==> src/rtl/mandel_sched_pkg.sv <==
// Shared types and widths for the Mandelbrot pixel scheduler slice.
package mandel_sched_pkg;

  localparam int COORD_W   = 16;
  localparam int DEPTH_W   = 8;
  localparam int X_W       = 10;
  localparam int Y_W       = 9;
  localparam int FRAC      = 8;
  localparam int DEF_H_RES = 640;
  localparam int DEF_V_RES = 480;

  typedef enum logic [1:0] {
    IDLE,
    RUN,
    DRAIN,
    DONE
  } sched_state_e;

endpackage

==> src/rtl/mandel_pixel_scheduler_if.sv <==
// Raster-ordered pixel stream from the scheduler toward colour mapping / framebuffer.
interface mandel_pixel_scheduler_if;
  import mandel_sched_pkg::*;

  logic               pix_valid;
  logic               pix_ready;
  logic [X_W-1:0]     pix_x;
  logic [Y_W-1:0]     pix_y;
  logic [DEPTH_W-1:0] pix_depth;
  logic               pix_sof;
  logic               pix_eol;

  modport master (
    output pix_valid, pix_x, pix_y, pix_depth, pix_sof, pix_eol,
    input  pix_ready
  );

  modport slave (
    input  pix_valid, pix_x, pix_y, pix_depth, pix_sof, pix_eol,
    output pix_ready
  );
endinterface

==> src/rtl/mandel_pixel_scheduler_coord_gen.sv <==
// Raster walker: x/y counters plus incremental complex coordinate of the current pixel.
module mandel_coord_gen
  import mandel_sched_pkg::*;
#(
  parameter int H_RES = DEF_H_RES,
  parameter int V_RES = DEF_V_RES
) (
  input  logic               sysclk,
  input  logic               reset_n,
  input  logic               load_i,
  input  logic               advance_i,
  input  logic [COORD_W-1:0] re_origin_i,
  input  logic [COORD_W-1:0] im_origin_i,
  input  logic [COORD_W-1:0] step_i,
  output logic [X_W-1:0]     x_o,
  output logic [Y_W-1:0]     y_o,
  output logic [COORD_W-1:0] re_o,
  output logic [COORD_W-1:0] im_o,
  output logic               last_o
);

  logic [X_W-1:0]     xQ, xD;
  logic [Y_W-1:0]     yQ, yD;
  logic [COORD_W-1:0] reQ, reD, imQ, imD, reOriginQ, reOriginD, stepQ, stepD;
  logic               lineEnd;

  assign lineEnd = (xQ == X_W'(H_RES - 1));

  // Additions wrap in 16-bit two's complement; the real axis reloads at each line start.
  always_comb begin
    xD        = xQ;
    yD        = yQ;
    reD       = reQ;
    imD       = imQ;
    reOriginD = reOriginQ;
    stepD     = stepQ;
    if (load_i) begin
      xD        = '0;
      yD        = '0;
      reD       = re_origin_i;
      imD       = im_origin_i;
      reOriginD = re_origin_i;
      stepD     = step_i;
    end else if (advance_i) begin
      if (lineEnd) begin
        xD  = '0;
        yD  = (yQ == Y_W'(V_RES - 1)) ? '0 : yQ + 1'b1;
        reD = reOriginQ;
        imD = imQ - stepQ;
      end else begin
        xD  = xQ + 1'b1;
        reD = reQ + stepQ;
      end
    end
  end

  always_ff @(posedge sysclk or negedge reset_n) begin
    if (!reset_n) begin
      xQ        <= '0;
      yQ        <= '0;
      reQ       <= '0;
      imQ       <= '0;
      reOriginQ <= '0;
      stepQ     <= '0;
    end else begin
      xQ        <= xD;
      yQ        <= yD;
      reQ       <= reD;
      imQ       <= imD;
      reOriginQ <= reOriginD;
      stepQ     <= stepD;
    end
  end

  assign x_o    = xQ;
  assign y_o    = yQ;
  assign re_o   = reQ;
  assign im_o   = imQ;
  assign last_o = lineEnd && (yQ == Y_W'(V_RES - 1));

endmodule

==> src/rtl/mandel_pixel_scheduler.sv <==
// Frame scheduler: round-robin dispatch to depth engines, in-order retire onto a pixel stream.
// Define SCHED_PERF_EN to add the perf_cycles / perf_stalls counters.
module mandel_pixel_scheduler
  import mandel_sched_pkg::*;
#(
  parameter int NUM_ENGINES = 4,
  parameter int H_RES       = DEF_H_RES,
  parameter int V_RES       = DEF_V_RES
) (
  input  logic                           sysclk,
  input  logic                           reset_n,
  input  logic                           frame_start,
  input  logic [COORD_W-1:0]             re_origin,
  input  logic [COORD_W-1:0]             im_origin,
  input  logic [COORD_W-1:0]             step,
  input  logic [DEPTH_W-1:0]             max_iter_in,
  output logic                           busy,
  output logic                           frame_done,
  output logic [NUM_ENGINES-1:0]         eng_start,
  output logic [NUM_ENGINES*COORD_W-1:0] eng_re_c,
  output logic [NUM_ENGINES*COORD_W-1:0] eng_im_c,
  output logic [DEPTH_W-1:0]             eng_max_iter,
  input  logic [NUM_ENGINES-1:0]         eng_done,
  input  logic [NUM_ENGINES*DEPTH_W-1:0] eng_depth,
  mandel_pixel_scheduler_if.master       pix
`ifdef SCHED_PERF_EN
  ,
  output logic [31:0]                    perf_cycles,
  output logic [31:0]                    perf_stalls
`endif
);

  localparam int PTR_W = (NUM_ENGINES > 1) ? $clog2(NUM_ENGINES) : 1;

  sched_state_e         stateQ, stateD;
  logic [PTR_W-1:0]     issuePtrQ, issuePtrD, retirePtrQ, retirePtrD;
  logic [NUM_ENGINES-1:0] slotBusyQ, slotBusyD, resValidQ, resValidD, doneQ, captureEn;
  logic [COORD_W-1:0]   slotReQ    [NUM_ENGINES];
  logic [COORD_W-1:0]   slotImQ    [NUM_ENGINES];
  logic [X_W-1:0]       slotXQ     [NUM_ENGINES];
  logic [Y_W-1:0]       slotYQ     [NUM_ENGINES];
  logic [DEPTH_W-1:0]   slotDepthQ [NUM_ENGINES];
  logic [DEPTH_W-1:0]   maxIterQ;

  logic                 frameAccept, runEn, dispatch, retire;
  logic [X_W-1:0]       coordX;
  logic [Y_W-1:0]       coordY;
  logic [COORD_W-1:0]   coordRe, coordIm;
  logic                 coordLast;

  function automatic logic [PTR_W-1:0] nextPtr(input logic [PTR_W-1:0] p);
    return (p == PTR_W'(NUM_ENGINES - 1)) ? '0 : p + 1'b1;
  endfunction

  assign frameAccept = (stateQ == IDLE) && frame_start;
  assign dispatch    = runEn && !slotBusyQ[issuePtrQ];
  assign retire      = pix.pix_valid && pix.pix_ready;
  // Only a fresh done edge on an outstanding slot counts; a level left over from the previous pixel is ignored.
  assign captureEn   = eng_done & ~doneQ & slotBusyQ & ~resValidQ;

  mandel_coord_gen #(
    .H_RES (H_RES),
    .V_RES (V_RES)
  ) u_coord_gen (
    .sysclk      (sysclk),
    .reset_n     (reset_n),
    .load_i      (frameAccept),
    .advance_i   (dispatch),
    .re_origin_i (re_origin),
    .im_origin_i (im_origin),
    .step_i      (step),
    .x_o         (coordX),
    .y_o         (coordY),
    .re_o        (coordRe),
    .im_o        (coordIm),
    .last_o      (coordLast)
  );

  always_ff @(posedge sysclk or negedge reset_n) begin
    if (!reset_n) stateQ <= IDLE;
    else          stateQ <= stateD;
  end

  always_comb begin
    stateD = stateQ;
    unique case (stateQ)
      IDLE:    if (frame_start) stateD = RUN;
      RUN:     if (dispatch && coordLast) stateD = DRAIN;
      DRAIN:   if (slotBusyQ == '0) stateD = DONE;
      DONE:    stateD = IDLE;
      default: stateD = IDLE;
    endcase
  end

  always_comb begin
    busy       = (stateQ != IDLE);
    frame_done = (stateQ == DONE);
    runEn      = (stateQ == RUN);
  end

  // Dispatch only ever targets a free slot and retire only a valid one, so the updates never collide.
  always_comb begin
    issuePtrD  = issuePtrQ;
    retirePtrD = retirePtrQ;
    slotBusyD  = slotBusyQ;
    resValidD  = resValidQ | captureEn;
    if (frameAccept) begin
      issuePtrD  = '0;
      retirePtrD = '0;
    end
    if (dispatch) begin
      slotBusyD[issuePtrQ] = 1'b1;
      issuePtrD            = nextPtr(issuePtrQ);
    end
    if (retire) begin
      slotBusyD[retirePtrQ] = 1'b0;
      resValidD[retirePtrQ] = 1'b0;
      retirePtrD            = nextPtr(retirePtrQ);
    end
  end

  always_ff @(posedge sysclk or negedge reset_n) begin
    if (!reset_n) begin
      issuePtrQ  <= '0;
      retirePtrQ <= '0;
      slotBusyQ  <= '0;
      resValidQ  <= '0;
      doneQ      <= '0;
      maxIterQ   <= '0;
    end else begin
      issuePtrQ  <= issuePtrD;
      retirePtrQ <= retirePtrD;
      slotBusyQ  <= slotBusyD;
      resValidQ  <= resValidD;
      doneQ      <= eng_done;
      if (frameAccept) maxIterQ <= max_iter_in;
    end
  end

  always_ff @(posedge sysclk or negedge reset_n) begin
    if (!reset_n) begin
      for (int i = 0; i < NUM_ENGINES; i++) begin
        slotReQ[i]    <= '0;
        slotImQ[i]    <= '0;
        slotXQ[i]     <= '0;
        slotYQ[i]     <= '0;
        slotDepthQ[i] <= '0;
      end
    end else begin
      for (int i = 0; i < NUM_ENGINES; i++) begin
        if (dispatch && (issuePtrQ == PTR_W'(i))) begin
          slotReQ[i] <= coordRe;
          slotImQ[i] <= coordIm;
          slotXQ[i]  <= coordX;
          slotYQ[i]  <= coordY;
        end
        if (captureEn[i]) slotDepthQ[i] <= eng_depth[i*DEPTH_W +: DEPTH_W];
      end
    end
  end

  // During the start cycle the engine sees the live coordinate; afterwards the slot copy holds it.
  always_comb begin
    eng_start = '0;
    for (int i = 0; i < NUM_ENGINES; i++) begin
      eng_re_c[i*COORD_W +: COORD_W] = slotReQ[i];
      eng_im_c[i*COORD_W +: COORD_W] = slotImQ[i];
      if (dispatch && (issuePtrQ == PTR_W'(i))) begin
        eng_start[i]                   = 1'b1;
        eng_re_c[i*COORD_W +: COORD_W] = coordRe;
        eng_im_c[i*COORD_W +: COORD_W] = coordIm;
      end
    end
  end

  assign eng_max_iter  = maxIterQ;
  assign pix.pix_valid = resValidQ[retirePtrQ];
  assign pix.pix_x     = slotXQ[retirePtrQ];
  assign pix.pix_y     = slotYQ[retirePtrQ];
  assign pix.pix_depth = slotDepthQ[retirePtrQ];
  assign pix.pix_sof   = resValidQ[retirePtrQ] && (slotXQ[retirePtrQ] == '0) && (slotYQ[retirePtrQ] == '0);
  assign pix.pix_eol   = resValidQ[retirePtrQ] && (slotXQ[retirePtrQ] == X_W'(H_RES - 1));

`ifdef SCHED_PERF_EN
  logic [31:0] perfCyclesQ, perfCyclesD, perfStallsQ, perfStallsD;

  always_comb begin
    perfCyclesD = perfCyclesQ;
    perfStallsD = perfStallsQ;
    if (frameAccept) begin
      perfCyclesD = '0;
      perfStallsD = '0;
    end else if ((stateQ == RUN) || (stateQ == DRAIN)) begin
      perfCyclesD = perfCyclesQ + 32'd1;
      if (pix.pix_valid && !pix.pix_ready) perfStallsD = perfStallsQ + 32'd1;
    end
  end

  always_ff @(posedge sysclk or negedge reset_n) begin
    if (!reset_n) begin
      perfCyclesQ <= '0;
      perfStallsQ <= '0;
    end else begin
      perfCyclesQ <= perfCyclesD;
      perfStallsQ <= perfStallsD;
    end
  end

  assign perf_cycles = perfCyclesQ;
  assign perf_stalls = perfStallsQ;
`endif

endmodule

==> src/flat_wrapper.sv <==
// flat-port wrapper written by rule: the top's interface ports become plain ports
module mandel_pixel_scheduler_flat import mandel_sched_pkg::*;
#(
  parameter int NUM_ENGINES = 4,
  parameter int H_RES       = DEF_H_RES,
  parameter int V_RES       = DEF_V_RES
)
  (sysclk, reset_n, frame_start, re_origin, im_origin, step, max_iter_in, busy, frame_done, eng_start, eng_re_c, eng_im_c, eng_max_iter, eng_done, eng_depth, pix_pix_valid, pix_pix_x, pix_pix_y, pix_pix_depth, pix_pix_sof, pix_pix_eol, pix_pix_ready);
  mandel_pixel_scheduler_if pix_i ();
  input  logic sysclk;
  input  logic reset_n;
  input  logic frame_start;
  input  logic [COORD_W-1:0] re_origin;
  input  logic [COORD_W-1:0] im_origin;
  input  logic [COORD_W-1:0] step;
  input  logic [DEPTH_W-1:0] max_iter_in;
  output logic busy;
  output logic frame_done;
  output logic [NUM_ENGINES-1:0] eng_start;
  output logic [NUM_ENGINES*COORD_W-1:0] eng_re_c;
  output logic [NUM_ENGINES*COORD_W-1:0] eng_im_c;
  output logic [DEPTH_W-1:0] eng_max_iter;
  input  logic [NUM_ENGINES-1:0] eng_done;
  input  logic [NUM_ENGINES*DEPTH_W-1:0] eng_depth;
  output wire logic [$bits(pix_i.pix_valid)-1:0] pix_pix_valid;
  output wire logic [$bits(pix_i.pix_x)-1:0] pix_pix_x;
  output wire logic [$bits(pix_i.pix_y)-1:0] pix_pix_y;
  output wire logic [$bits(pix_i.pix_depth)-1:0] pix_pix_depth;
  output wire logic [$bits(pix_i.pix_sof)-1:0] pix_pix_sof;
  output wire logic [$bits(pix_i.pix_eol)-1:0] pix_pix_eol;
  input wire logic [$bits(pix_i.pix_ready)-1:0] pix_pix_ready;
  assign pix_pix_valid = pix_i.pix_valid;
  assign pix_pix_x = pix_i.pix_x;
  assign pix_pix_y = pix_i.pix_y;
  assign pix_pix_depth = pix_i.pix_depth;
  assign pix_pix_sof = pix_i.pix_sof;
  assign pix_pix_eol = pix_i.pix_eol;
  assign pix_i.pix_ready = pix_pix_ready;
  mandel_pixel_scheduler #(.NUM_ENGINES(NUM_ENGINES), .H_RES(H_RES), .V_RES(V_RES)) u_core (.sysclk(sysclk), .reset_n(reset_n), .frame_start(frame_start), .re_origin(re_origin), .im_origin(im_origin), .step(step), .max_iter_in(max_iter_in), .busy(busy), .frame_done(frame_done), .eng_start(eng_start), .eng_re_c(eng_re_c), .eng_im_c(eng_im_c), .eng_max_iter(eng_max_iter), .eng_done(eng_done), .eng_depth(eng_depth), .pix(pix_i));
endmodule
==> config.mk <==
export PLATFORM = sky130hd
export DESIGN_NAME = mandel_pixel_scheduler_flat
export DESIGN_NICKNAME = d
export VERILOG_FILES = /design/src/rtl/mandel_sched_pkg.sv /design/src/rtl/mandel_pixel_scheduler_if.sv /design/src/rtl/mandel_pixel_scheduler_coord_gen.sv /design/src/rtl/mandel_pixel_scheduler.sv /design/src/flat_wrapper.sv
export SDC_FILE = /design/constraint.sdc
export NUM_CORES = 1
export LEC_CHECK = 0
export BUFFER_PORTS_ARGS = -buffer_cell sky130_fd_sc_hd__buf_4
export CAP_MARGIN = 15
export CORE_ASPECT_RATIO = 1.75
export CORE_MARGIN = 2
export CORE_UTILIZATION = 61
export CTS_BUF_LIST = sky130_fd_sc_hd__clkbuf_16
export DETAILED_ROUTE_END_ITERATION = 10
export GPL_ROUTABILITY_DRIVEN = 0
export HOLD_SLACK_MARGIN = 0.1
export PLACE_DENSITY_LB_ADDON = 0.15
export SYNTH_ARGS = -nofsm -noshare
export SYNTH_HDL_FRONTEND = slang
export SYNTH_SLANG_ARGS = --single-unit
==> constraint.sdc <==
create_clock -name sysclk -period 3.9 [get_ports sysclk]
set_clock_uncertainty 0.1 [all_clocks]
set_input_delay 0 -clock sysclk [delete_from_list [all_inputs] [get_ports sysclk]]
set_output_delay 0 -clock sysclk [all_outputs]
set_load 0.02 [all_outputs]
# Word-level counts from Yosys, hierarchy flattened
# Index checks and enable logic that the tools add are counted.
# classes
reduce_logical	26
muxes	54
n_bitwise	11
n_shift	0
magnitude_cmp	5
n_mul	0
n_eq_ne	13
add_sub_neg	6
div	0
# op_table
op	count
16-bit 2-to-1 mux	14
9-bit 2-to-1 mux	6
10-bit 2-to-1 mux	5
4-bit AND	5
10-bit binary-select mux with 2-bit select	1
10-bit == test (second input constant)	2
9-bit binary-select mux with 2-bit select	1
16-bit adder	1
8-bit binary-select mux with 2-bit select	1
2-bit 2-to-1 mux	8
8-bit 2-to-1 mux	2
16-bit subtractor	1
1-bit logical AND	14
4-bit 2-to-1 mux	3
4-bit inverter	3
10-bit by 1-bit adder with 10-bit output (second input constant)	1
2-bit == test (second input constant)	5
10-bit logical NOT	1
9-bit by 1-bit adder with 9-bit output (second input constant)	1
9-bit == test (second input constant)	1
9-bit logical NOT	1
1-bit 2-to-1 mux	8
4-bit bitwise OR	2
2-bit one-hot mux with 4 select lines	1
other kinds (16)	27
# totals
input_bits	96
ff_bits	345
n_memories	0
romBits	0
out_inout_bits	172
latchBits	0
ramBits	0

# Logic depth before layout (Yosys ltp)
# Gate-level depths: netlist of run 1.
# logic_depth
word_depth	8
mapped_depth	10
ltp_nobuf	10

# Modules after synthesis
# A second synthesis of run 1 with hierarchy kept.
# unflattened
hier_cells	1177
area_unflattened_um2	16719.8
# modules_own_cells
module	seq_area_each_um2	n_inst	cells_per_inst	area_each_um2
mandel_pixel_scheduler	6556.3	1	647	11755.0
mandel_coord_gen	2077.0	1	530	4964.8

# Least setup slack after synthesis of run 1
# Ideal clock, no wire load.
# synth_timing
path_type	register -> register
startpoint	register u_core.u_coord_gen.reQ[0], in the netlist u_core.u_coord_gen.re_o[0]
endpoint	register u_core.u_coord_gen.reQ[14], in the netlist u_core.u_coord_gen.re_o[14]
stages_incl_launch_ff	10
arrival_time_ps	2266
slack_ps	1438
setup_time_ps	96
path_cell_list	dfrtp_1 ha_1 fa_1 a211oi_1 o21bai_1 a221oi_1 o21bai_1 a21oi_1 o21a_1 o31ai_1
# synth_via
elab_chain_len	4
# synth_lines
element	line_no	text
from (decl)	mandel_pixel_scheduler_coord_gen.sv:24	logic [COORD_W-1:0] reQ, reD, imQ, imD, reOriginQ, reOriginD, stepQ, stepD;
from (signal assigned)	mandel_pixel_scheduler_coord_gen.sv:68	reQ <= reD;
16-bit adder	mandel_pixel_scheduler_coord_gen.sv:52	reD = reQ + stepQ;
16-bit 2-to-1 mux	mandel_pixel_scheduler_coord_gen.sv:45	if (lineEnd) begin
16-bit 2-to-1 mux	mandel_pixel_scheduler_coord_gen.sv:44	end else if (advance_i) begin
16-bit 2-to-1 mux	mandel_pixel_scheduler_coord_gen.sv:37	if (load_i) begin
# No other way between the ends. The select of a mux whose other input is x is not followed.
# A chain may end at the register's enable or synchronous reset.

# Final worst setup path of run 1
# layout_timing
startpoint	register u_core.issuePtrQ[0]
endpoint	output port eng_re_c[54]
# layout_via
elab_chain_len	6
elab_cells_between_ends	7
cone_classes	eq/ne (1); mux (3); reduce/logical (3)
# layout_lines
element	line_no	text
from (decl)	mandel_pixel_scheduler.sv:36	logic [PTR_W-1:0] issuePtrQ, issuePtrD, retirePtrQ, retirePtrD;
from (signal assigned)	mandel_pixel_scheduler.sv:131	issuePtrQ <= issuePtrD;
1-bit binary-select mux with 2-bit select	mandel_pixel_scheduler.sv:56	assign dispatch = runEn && !slotBusyQ[issuePtrQ];
1-bit 2-to-1 mux (not written as such)	mandel_pixel_scheduler.sv:56	
1-bit logical NOT	mandel_pixel_scheduler.sv:56	
1-bit logical AND	mandel_pixel_scheduler.sv:56	
1-bit logical AND *	mandel_pixel_scheduler.sv:168	if (dispatch && (issuePtrQ == PTR_W'(i))) begin
16-bit 2-to-1 mux *	mandel_pixel_scheduler.sv:168	
to (decl)	flat_wrapper.sv:20	output logic [NUM_ENGINES*COORD_W-1:0] eng_re_c;
# Mark *: on every way between the ends. The rest lies on a longest branch, timed or not. The select of a mux whose other input is x is not followed.

==> results.md, run 1 <==
- Mux cell area share after synthesis: 0.211
- Clk buf depth: 3
- Die Height: 217 µm
- Post-synthesis adder-cell area fraction: 0.0382
- Reg2reg path depth: 8
- Slowest cell on crit path: mux4_2
- Number of H-tree levels: 1
- Clock Sinks: 345
- Clock Latency Late Sink: 570 ps
- Crit path top cell by count: buf_4
- Port Buffer Count: 267
- FILL cells: 1503
- Setup TNS Final: 0 ps
- Post-DP Area: 0.0181 mm²
- CP arrival: 3460 ps
- Root buffer cell: clkbuf_16
- Main synth FF type: dfrtp_1
- RR Startpoint: u_core.issuePtrQ[0]
- Starting Density: 0.616
- Final core utilization: 0.807
- Static Leak: 9.79 nW
- Largest family of logic cells by synthesized area: multiplexers
- Clock transition at path regs: 60 ps
- Tmin final: 3560 ps
- Final period util: 0.912
- Area delta synth->final: 31.0%
- 1st-iter DRT viols: 784
- Synth Area in Compound Gates: 0.0753
- RR Endpoint: u_core.u_coord_gen.im_o[8]
- Worst setup endpoint: eng_re_c[54]
- Final Instance Area: 0.0207 mm²
- CTS tree: done
- Placeable core region: 0.0257 mm²
- Routed wire length: 44000 µm
- Distinct cell type count after synthesis: 58
- Number of global-route vias before repair: 13200
- Max-cap violation count: 0
- Fmax: 0.281 GHz
- Flops & latches, synth: 345
- DP Cell Count: 1823
- Global-route wire length before repair: 69700 µm
- Crit path largest cell delay: 590 ps
- Peak VDD IR: 0.630 mV
- Die Span X: 126 µm
- 1st-pass router iterations: 5
- Layout Cells excl Fill: 2042
- Multi-input logic area: 0.00676 mm²
- Die area: 0.0273 mm²
- DR vias: 12000
- Post-Synthesis Cells: 1281
- Antenna violations before repair: 1
- Critical path startpoint: u_core.issuePtrQ[0]
- Floorplan row count: 78
- Average size of a mapped cell: 12.3 µm²
- DPL Wire Length: 26600 µm
- Slew HR: 0.335
- RSZ-0062 raised after global routing: no
- Max-slew violation count: 0
- Outcome: completed
- CTS Buf Count: 30
- Critical path class: reg -> out
- Post-route ant nets: 0
- Vias/cell: 5.88
- Hold crit path type: in -> reg
- Pin count of the biggest net entering global routing: 177
- Reg2reg setup slack: 560 ps
- Crit end category: primary output
- WL/cell: 21.6 µm
- Fraction of the mapped netlist area in simple logic gates: 0.0882
- XOR/XNOR share of the synthesized area: 0.0144
- Post-CTS setup buffer count: 0
- Seq. cell area: 0.00863 mm²
- Yosys Warn Count: 0
- Final hold violation count: 0
- EDFF count, synth: 0
- Syn Nets: 1424
- CP required: 3800 ps
- # nets final: 1840
- Total grt overflow: 0
- Crit path launch type: flop
- Crit-path max FO: 30
- I/O Pins: 268
- Final setup violating endpoints: 0
- Post-synth ARST share: 1.00
- Synth Cell Area: 0.0158 mm²
- P per Cell Area: 865 mW/mm²
- Tot GR Track Use: 0.324
- Actual slew at the worst max-slew pin: 997 ps
- Seq/Total Area, Yosys: 0.546
- Layout cells sized above 1: 0.356
- DRC viols: 0
- Critical-path cell list: mux4_2 > nor2b_4 > and2_2 > buf_4 > mux2_2 > buf_4
==> sequential cells by signal, indices dropped and copies added (netlist names), 4 cells and up <==
name	count
u_core.doneQ	4
u_core.eng_max_iter	8
u_core.resValidQ	4
u_core.slotBusyQ	4
u_core.slotDepthQ	32
u_core.slotImQ	64
u_core.slotReQ	64
u_core.slotXQ	40
u_core.slotYQ	36
u_core.u_coord_gen.im_o	16
u_core.u_coord_gen.reOriginQ	16
u_core.u_coord_gen.re_o	16
u_core.u_coord_gen.stepQ	16
u_core.u_coord_gen.x_o	10
u_core.u_coord_gen.y_o	9
==> worst min path at each step <==
| stage | start | slack [ps] | to | cells after the start |
|---|---|---|---|---|
| finish | eng_depth[3] | 120 | u_core.slotDepthQ[27] | 3 |
| global route | eng_depth[3] | 130 | u_core.slotDepthQ[27] | 3 |
| CTS | eng_depth[21] | 100 | u_core.slotDepthQ[13] | 3 |
| detailed placement | reset_n | -170 | u_core.slotYQ[30] | 1 |
| global placement | reset_n | -170 | u_core.slotYQ[30] | 1 |
| floorplan | reset_n | -400 | u_core.doneQ[0] | 0 |
==> layout make-up <==
class / instances / share of cell area
clock buffer: 31 / 0.0375
inverter: 30 / 0.00544
multi-input combinational: 841 / 0.327
timing repair buffer: 449 / 0.187
clock inverter: 25 / 0.00761
tap: 320 / 0.0193
antenna: 1 / 0.000121
sequential: 345 / 0.417
==> through the flow <==
stage	power [mW]	setup WS (ps)	hold WS [ps]
3_3_place_gp	14.3	1080	-175
2_1_floorplan	11.6	1440	-396
3_5_place_dp	14.6	1000	-173
4_1_cts	17.7	398	101
6_report	17.9	345	117
5_1_grt	18.9	238	126
==> synth_stat cells (all sizes together), types with 2 or more instances <==
| cell | count | area share |
|---|---|---|
| a211oi | 14 | 0.0070 |
| and4 | 4 | 0.0022 |
| o31ai | 9 | 0.0043 |
| nand2 | 151 | 0.036 |
| or3 | 9 | 0.0039 |
| nor3b | 2 | 0.00095 |
| nand3 | 16 | 0.0051 |
| inv | 30 | 0.0071 |
| a31oi | 10 | 0.0040 |
| buf | 36 | 0.013 |
| xnor2 | 12 | 0.0066 |
| clkbuf | 29 | 0.0070 |
| a2111oi | 2 | 0.0011 |
| o211ai | 8 | 0.0038 |
| dfrtp | 345 | 0.55 |
| nor2b | 5 | 0.0025 |
| a21o | 9 | 0.0043 |
| a21oi | 59 | 0.019 |
| nor4 | 4 | 0.0016 |
| or2 | 2 | 0.00079 |
| a221oi | 2 | 0.0011 |
| a311oi | 3 | 0.0017 |
| o21a | 5 | 0.0024 |
| xor2 | 14 | 0.0078 |
| fa | 2 | 0.0025 |
| o21bai | 5 | 0.0024 |
| nand2b | 8 | 0.0036 |
| o21ai | 59 | 0.019 |
| ha | 45 | 0.036 |
| nand4 | 7 | 0.0028 |
| mux2 | 238 | 0.17 |
| nor3 | 15 | 0.0047 |
| o221ai | 4 | 0.0022 |
| nor2 | 58 | 0.014 |
| and3 | 12 | 0.0047 |
| mux4 | 29 | 0.041 |
| and2 | 9 | 0.0036 |
==> cells by family after synthesis <==
| logic type | Yosys count |
|---|---|
| compound gates | 196 |
| flops | 345 |
| mux | 267 |
| fa+ha+maj | 47 |
| simple gates | 305 |
| xor+xnor | 26 |
| buf+inv | 95 |
==> placed cells by master, fill, tap and decap left out, drive strengths merged, types with 14 or more instances in the layout <==
master       synthesis  layout
ha                  45      45
xor2                14      14
clkinv               0      20
nor3                15      15
a211oi              14      14
dlygate4sd3          0     161
nand3               16      16
nor2                58      58
mux2               238     238
a21oi               59      59
inv                 30      33
clkbuf              29      31
mux4                29      29
nand2              151     151
dfrtp              345     345
buf                 36     288
o21ai               59      59
==> per-layer routing <==
metal | global-route usage | wire length (µm)
met5 | 0 | 0
met4 | 0.157 | 2150
met3 | 0.0352 | 1650
met2 | 0.611 | 24600
met1 | 0.360 | 15700
==> power breakdown <==
group / internal, mW / switching [mW] / leakage (nW)
logic: 4.06 / 4.76 / 4.95
clock network: 1.56 / 1.33 / 0.479
registers: 5.04 / 1.15 / 4.36
==> critical path, delay by kind of cell, from the launching register on <==
family | cells | cell delay (ps)
flops | 1 | 470
buf+inv | 2 | 600
mux | 2 | 1000
simple gates | 2 | 770
==> repair_timing <==
action,in CTS,in global routing
endpoints found under the hold margin,473,0
hold buffers,162,0
gates resized for setup,0,0
Power figures use the tool's default switching activity.
==> inputs of run 2 (changes only) <==
ABC_AREA = 1   (was not set)
==> results.md, run 2 <==
- Most common cell after layout, fill and taps aside: nand2_1
- Clock Sinks: 345 (unchanged)
- Area share of the largest cell type after synthesis: 0.527 (-0.0187)
- Post-synth ARST share: 1.00 (unchanged)
- Die area: 0.0282 mm² (+3.4%)
- RR Startpoint: u_core.stateQ[0]
- Final period util: 0.790 (-0.122)
- DP Cell Count: 2239 (+23%)
- P per Cell Area: 912 mW/mm² (+5.5%)
- Seq. cell area: 0.00863 mm² (about the same)
- Clk buf depth: 3 (unchanged)
- Internal cell power: 10.8 mW (+0.90%)
- Crit-path max FO: 65 (+120%)
- Antenna violations before repair: 2 (+1)
- RR Endpoint: u_core.eng_max_iter[6]
- Starting Density: 0.618 (+0.00197)
- Top layer reached by signal wires: met4
- Final setup violating endpoints: 0 (unchanged)
- Overall power: 18.9 mW (+5.8%)
- DPL Wire Length: 29900 µm (+12%)
- Seq/Total Area, Yosys: 0.527 (-0.0187)
- Critical path class: reg -> out
- Distinct cell type count after synthesis: 40 (-31%)
- CP required: 3800 ps (about the same)
- Hold Slack: 126 ps (+8.55 ps)
- Post-CTS setup buffer count: 0 (unchanged)
- Setup TNS Final: 0 ps (unchanged)
- Met1 wire length: 16500 µm (+5.4%)
- Max-slew violation count: 0 (unchanged)
- Number of global-route vias before repair: 13800 (+5.1%)
- I/O Pins: 268 (unchanged)
- Slew HR: 0.265 (-0.0704)
- Final hold violation count: 0 (unchanged)
- Pin count of the biggest net entering global routing: 98 (-45%)
- Outcome: completed
- Tmin final: 3080 ps (-476 ps)
- Actual slew at the worst max-slew pin: 1100 ps (+106 ps)
- Post-route ant nets: 0 (unchanged)
- Yosys Warn Count: 0 (unchanged)
- Synth top cells by count: 409 x nand2_1, 345 x dfrtp_1, 157 x mux2_2
- Root buffer cell: clkbuf_16
- Crit end category: primary output
- Clock share of power: 0.166 (+0.004)
- WL/cell: 18.8 µm (-13%)
- Peak VDD IR: 0.730 mV (+16%)
- Static Leak: 10.3 nW (+5.3%)
- EDFF count, synth: 0 (unchanged)
- Sequential Power Share: 0.317 (-0.029)
- Most frequent cells in the layout: 408 x nand2_1, 345 x dfrtp_1, 275 x buf_4
- Die Height: 221 µm (+1.7%)
- # nets final: 2202 (+20%)
- Layout cells sized above 1: 0.242 (-0.114)
- Vias/cell: 5.63 (-4.2%)
- DR vias: 13600 (+13%)
- Crit path launch type: flop
- CTS Buf Count: 34 (+13%)
- CTS tree: done
- Reg2reg path depth: 8 (unchanged)
- Final Instance Area: 0.0208 mm² (+0.29%)
- Slack of the critical path: 821 ps (+476 ps)
- Tot GR Track Use: 0.321 (-0.00297)
- Max-cap violation count: 0 (unchanged)
- 1st-pass router iterations: 5 (unchanged)
- Placeable core region: 0.0265 mm² (+3.2%)
- 1st-iter DRT viols: 846 (+7.9%)
- Global-route wire length before repair: 70900 µm (+1.6%)
- Synth area leaders: dfrtp_1 53%, mux2_2 11%, nand2_1 9.4%, o21ai_0 4.2%, ha_1 3.4%
- DRC viols: 0 (unchanged)
- Met3 routed WL: 2110 µm (+28%)
- Multi-input logic area: 0.00682 mm² (+0.76%)
- Critical path startpoint: u_core.retirePtrQ[0]
- Layout Cells excl Fill: 2409 (+18%)
- Fmax: 0.325 GHz (+15%)
- Clock transition at path regs: 60 ps (about the same)
- Total grt overflow: 0 (unchanged)
- Syn Nets: 1845 (+30%)
- Routed wire length: 45400 µm (+3.1%)
- CP arrival: 2980 ps (-480 ps)
- Die Span X: 128 µm (+1.7%)
- Sw frac: 0.432 (+0.0274)
- Flops & latches, synth: 345 (unchanged)
- Number of H-tree levels: 2 (+1)
- Worst slack, placed: 1260 ps (+257 ps)
- Floorplan row count: 79 (+1.3%)
- Port Buffer Count: 267 (unchanged)
- NetSw: 8.17 mW (+13%)
- Clock Latency Late Sink: 530 ps (-40 ps)
- Final core utilization: 0.784 (-0.0228)
- Wire length on met2: 24600 µm (+0.25%)
- Post-Synthesis Cells: 1702 (+33%)
- Worst setup endpoint: pix_pix_eol
- Reg2reg setup slack: 980 ps (+420 ps)
- Area delta synth->final: 26.9%
- FILL cells: 1759 (+17%)
- RSZ-0062 raised after global routing: no
- Comb pwr share: 0.517 (+0.024)
- Synth Cell Area: 0.0164 mm² (+3.5%)
- Most common cell in the synthesized netlist: nand2_1
- Biggest regs: u_core.slotImQ (64), u_core.slotReQ (64), u_core.slotXQ (40)
- Post-DP Area: 0.0186 mm² (+2.6%)
- Main synth FF type: dfrtp_1
- Synth area leader: dfrtp_1
- Average size of a mapped cell: 9.62 µm² (-22%)
- Hold crit path type: in -> reg
-- run 2: cell types whose count changed after synthesis, sizes merged, moves of 12 or more --
| cell | before | now |
|---|---|---|
| mux2 | 238 | 166 |
| mux4 | 29 | 0 |
| o22ai | 1 | 13 |
| nand3 | 16 | 62 |
| inv | 30 | 145 |
| clkbuf | 29 | 16 |
| and3 | 12 | 0 |
| buf | 36 | 53 |
| o21a | 5 | 52 |
| nor2 | 58 | 111 |
| nand2 | 151 | 413 |
| a211oi | 14 | 1 |
| a21oi | 59 | 75 |
| o21ai | 59 | 136 |
-- run 2: worst min path at each step --
stage / startpoint / to / cells after the start
after detailed placement: eng_done[0] / u_core.doneQ[0] / 1
final: step[0] / u_core.u_coord_gen.stepQ[0] / 4
after CTS: max_iter_in[3] / u_core.eng_max_iter[3] / 4
after global routing: max_iter_in[3] / u_core.eng_max_iter[3] / 4
after global placement: eng_done[3] / u_core.doneQ[3] / 1
after floorplan: reset_n / u_core.doneQ[0] / 0
-- run 2: layer usage --
metal  up-vias  GRT usage
met2       474      0.600
li1       6344          -
met3       133     0.0481
met4         0      0.162
met5         -          0
met1      6623      0.351
-- run 2: kinds of logic after synthesis --
kind of cell | share of synthesized area
XOR/XNOR | 0.00803
adder cells (fa/ha/maj) | 0.0368
AO/OA/AOI/OAI | 0.104
flip-flops | 0.527
multiplexers | 0.114
buffers and inverters | 0.0563
AND/OR/NAND/NOR | 0.153
-- run 2: area by class of cell --
| type | count | area share |
|---|---|---|
| Clock inverter | 23 | 0.00626 |
| Tap cell | 324 | 0.0195 |
| Timing Repair Buffer | 390 | 0.159 |
| Multi-Input combinational cell | 1140 | 0.328 |
| Antenna cell | 2 | 0.000241 |
| Clock buffer | 37 | 0.0446 |
| Inverter | 148 | 0.0269 |
| Sequential cell | 345 | 0.416 |
-- run 2: critical path: stages, from the launching register on --
cell and delay [ps]:
dfrtp_1 400, inv_2 780, o21ai_0 180, o22ai_1 250, nand3_1 220, nor4_1 390, buf_4 220
-- run 2: timing repair --
action,in CTS,in global routing
hold buffers,108,0
hold endpoints to repair,302,0
resized for setup,0,0
-- run 2: power groups by stage --
| stage | logic, mW | registers [mW] | clock network, mW |
|---|---|---|---|
| 6_report | 9.79 | 6.00 | 3.15 |
| 5_1_grt | 10.7 | 6.11 | 3.33 |
| 3_5_place_dp | 9.55 | 6.00 | 0 |
| 2_1_floorplan | 6.57 | 5.65 | 0 |
| 4_1_cts | 9.73 | 5.95 | 3.20 |
| 3_3_place_gp | 9.33 | 5.92 | 0 |
==> inputs of run 3 (changes only) <==
ABC_AREA = 0   (was 1)
CORE_UTILIZATION = 57   (was 61)
clock period = 3 ns   (was 3.9 ns; I/O delays follow)
==> results.md, run 3 (same netlist as run 1, synthesis figures left out) <==
- Clk buf depth: 3 (unchanged)
- Slew HR: 0.504 (+0.240)
- Vias/cell: 5.70 (+1.2%)
- Antenna violations before repair: 3 (+1)
- 1st-pass router iterations: 5 (unchanged)
- Critical path class: reg -> out
- Final period util: 0.970
- Clock Latency Late Sink: 570 ps (+40 ps)
- Placeable core region: 0.0273 mm² (+3.2%)
- Area delta synth->final: 33.9%
- Global-route wire length before repair: 69000 µm (-2.6%)
- P per Cell Area: 1110 mW/mm² (+21%)
- Port Buffer Count: 267 (unchanged)
- FILL cells: 1715 (-2.5%)
- Floorplan row count: 80 (+1.3%)
- Hold crit path type: in -> reg
- Die Span X: 130 µm (+1.6%)
- Multi-input logic area: 0.00677 mm² (-0.72%)
- Tot GR Track Use: 0.307 (-0.0145)
- Peak VDD IR: 0.779 mV (+6.7%)
- CP arrival: 2810 ps (-170 ps)
- Root buffer cell: clkbuf_16
- Layout cells sized above 1: 0.356 (+0.114)
- Seq. cell area: 0.00864 mm² (about the same)
- Starting Density: 0.578 (-0.0394)
- Setup TNS Final: 0 ps (unchanged)
- Most common cell after layout, fill and taps aside: dfrtp_1
- Number of global-route vias before repair: 12900 (-6.7%)
- Biggest regs: u_core.slotImQ (64), u_core.slotReQ (64), u_core.slotXQ (40)
- DPL Wire Length: 27300 µm (-8.6%)
- Final hold violation count: 0 (unchanged)
- 1st-iter DRT viols: 682 (-19%)
- Outcome: completed
- I/O Pins: 268 (unchanged)
- Actual slew at the worst max-slew pin: 743 ps (-359 ps)
- Max-slew violation count: 0 (unchanged)
- CTS tree: done
- Static Leak: 9.99 nW (-3.1%)
- DR vias: 12100 (-11%)
- Routed wire length: 44300 µm (-2.3%)
- Total grt overflow: 0 (unchanged)
- CTS Buf Count: 30 (-12%)
- Crit end category: primary output
- Final setup violating endpoints: 0 (unchanged)
- Tmin final: 2910 ps
- Pin count of the biggest net entering global routing: 91 (-7.1%)
- Post-route ant nets: 0 (unchanged)
- Crit-path max FO: 20 (-69%)
- DRC viols: 0 (unchanged)
- # nets final: 1871 (-15%)
- CP required: 2900 ps (-900 ps)
- Clock Sinks: 345 (unchanged)
- Max-cap violation count: 0 (unchanged)
- Most frequent cells in the layout: 343 x dfrtp_1, 286 x buf_4, 238 x mux2_2
- Crit path launch type: flop
- Fmax: 0.344 GHz
- RSZ-0062 raised after global routing: no
- Number of H-tree levels: 1 (-1)
- Die area: 0.0291 mm² (+3.3%)
- Clock transition at path regs: 70 ps (about the same)
- WL/cell: 20.9 µm (+11%)
- Die Height: 224 µm (+1.6%)
- Hold Slack: 122 ps (-3.90 ps)
run 3: cell types whose count changed in the layout (fill, tap and decap cells not counted), moves of 16 or more:
cell,delta
mux4_2,+29
a21oi_1,-16
inv_1,-110
nor2_1,-48
nand3_1,-46
o21a_1,-47
mux2_2,+81
dlygate4sd3_1,+71
o21ai_0,-79
nand2_1,-259
run 3: cell type report:
class                           instances  area share
Antenna cell                            3    0.000355
Sequential cell                       345       0.408
Tap cell                              369      0.0218
Multi-Input combinational cell        841       0.320
Clock buffer                           31      0.0367
Timing Repair Buffer                  480       0.200
Clock inverter                         22     0.00780
Inverter                               30     0.00532
run 3: path summary, 6_finish.rpt:
check                                            startpoint                               end  slack (ps)  cells past startpoint
max                                     u_core.issuePtrQ[0]                      eng_im_c[18]          90                      6
min                                            re_origin[8]   u_core.u_coord_gen.reOriginQ[8]         120                      4
max reg2reg                                u_core.stateQ[0]        u_core.u_coord_gen.im_o[4]         130                      7
min reg2reg                u_core.u_coord_gen.reOriginQ[10]  u_core.u_coord_gen.reOriginQ[10]         370                      2
max in group asynchronous                           reset_n                 u_core.slotXQ[18]        1410                      4
min in group asynchronous                           reset_n                 u_core.slotYQ[22]         480                      3
run 3: layer usage:
layer  routed length, µm  global-route usage  vias up
li1                    -                   -     5450
met4                2250               0.144        0
met3                1560              0.0297      131
met2               24800               0.572      398
met5                   0                   0        -
met1               15700               0.345     6118
run 3: worst max-delay path, stage by stage, from the launching register on:
cell and delay (ps):
dfrtp_2 430, mux4_2 580, nor2b_4 190, and2_2 200
buf_6 260, mux2_2 400, buf_4 170
run 3: through the flow:
step,std cells,area [µm²],util,setup WS (ps),power (mW)
floorplan,1281,15800,-,538,15.1
global route,2121,21200,0.774,0.452,24.7
detailed placement,1882,18300,0.671,270,19.1
CTS,2116,21100,0.773,23.9,23.2
global placement,1882,18300,0.671,325,18.8
finish,2121,21200,0.774,91.1,23.4
run 3: power breakdown:
group | internal, mW | switching, mW
logic | 5.40 | 6.26
registers | 6.56 | 1.38
clock network | 2.11 | 1.72
total | 14.1 | 9.36
run 3: what timing repair did:
item | 4_1_cts | 5_1_grt
setup buffers | 3 | 0
gates cloned | 1 | 1
endpoints found under the setup margin | 128 | 1
gates resized for setup | 7 | 0
pin swaps | 1 | 0
hold endpoints to repair | 477 | 1
hold buffers | 177 | 1
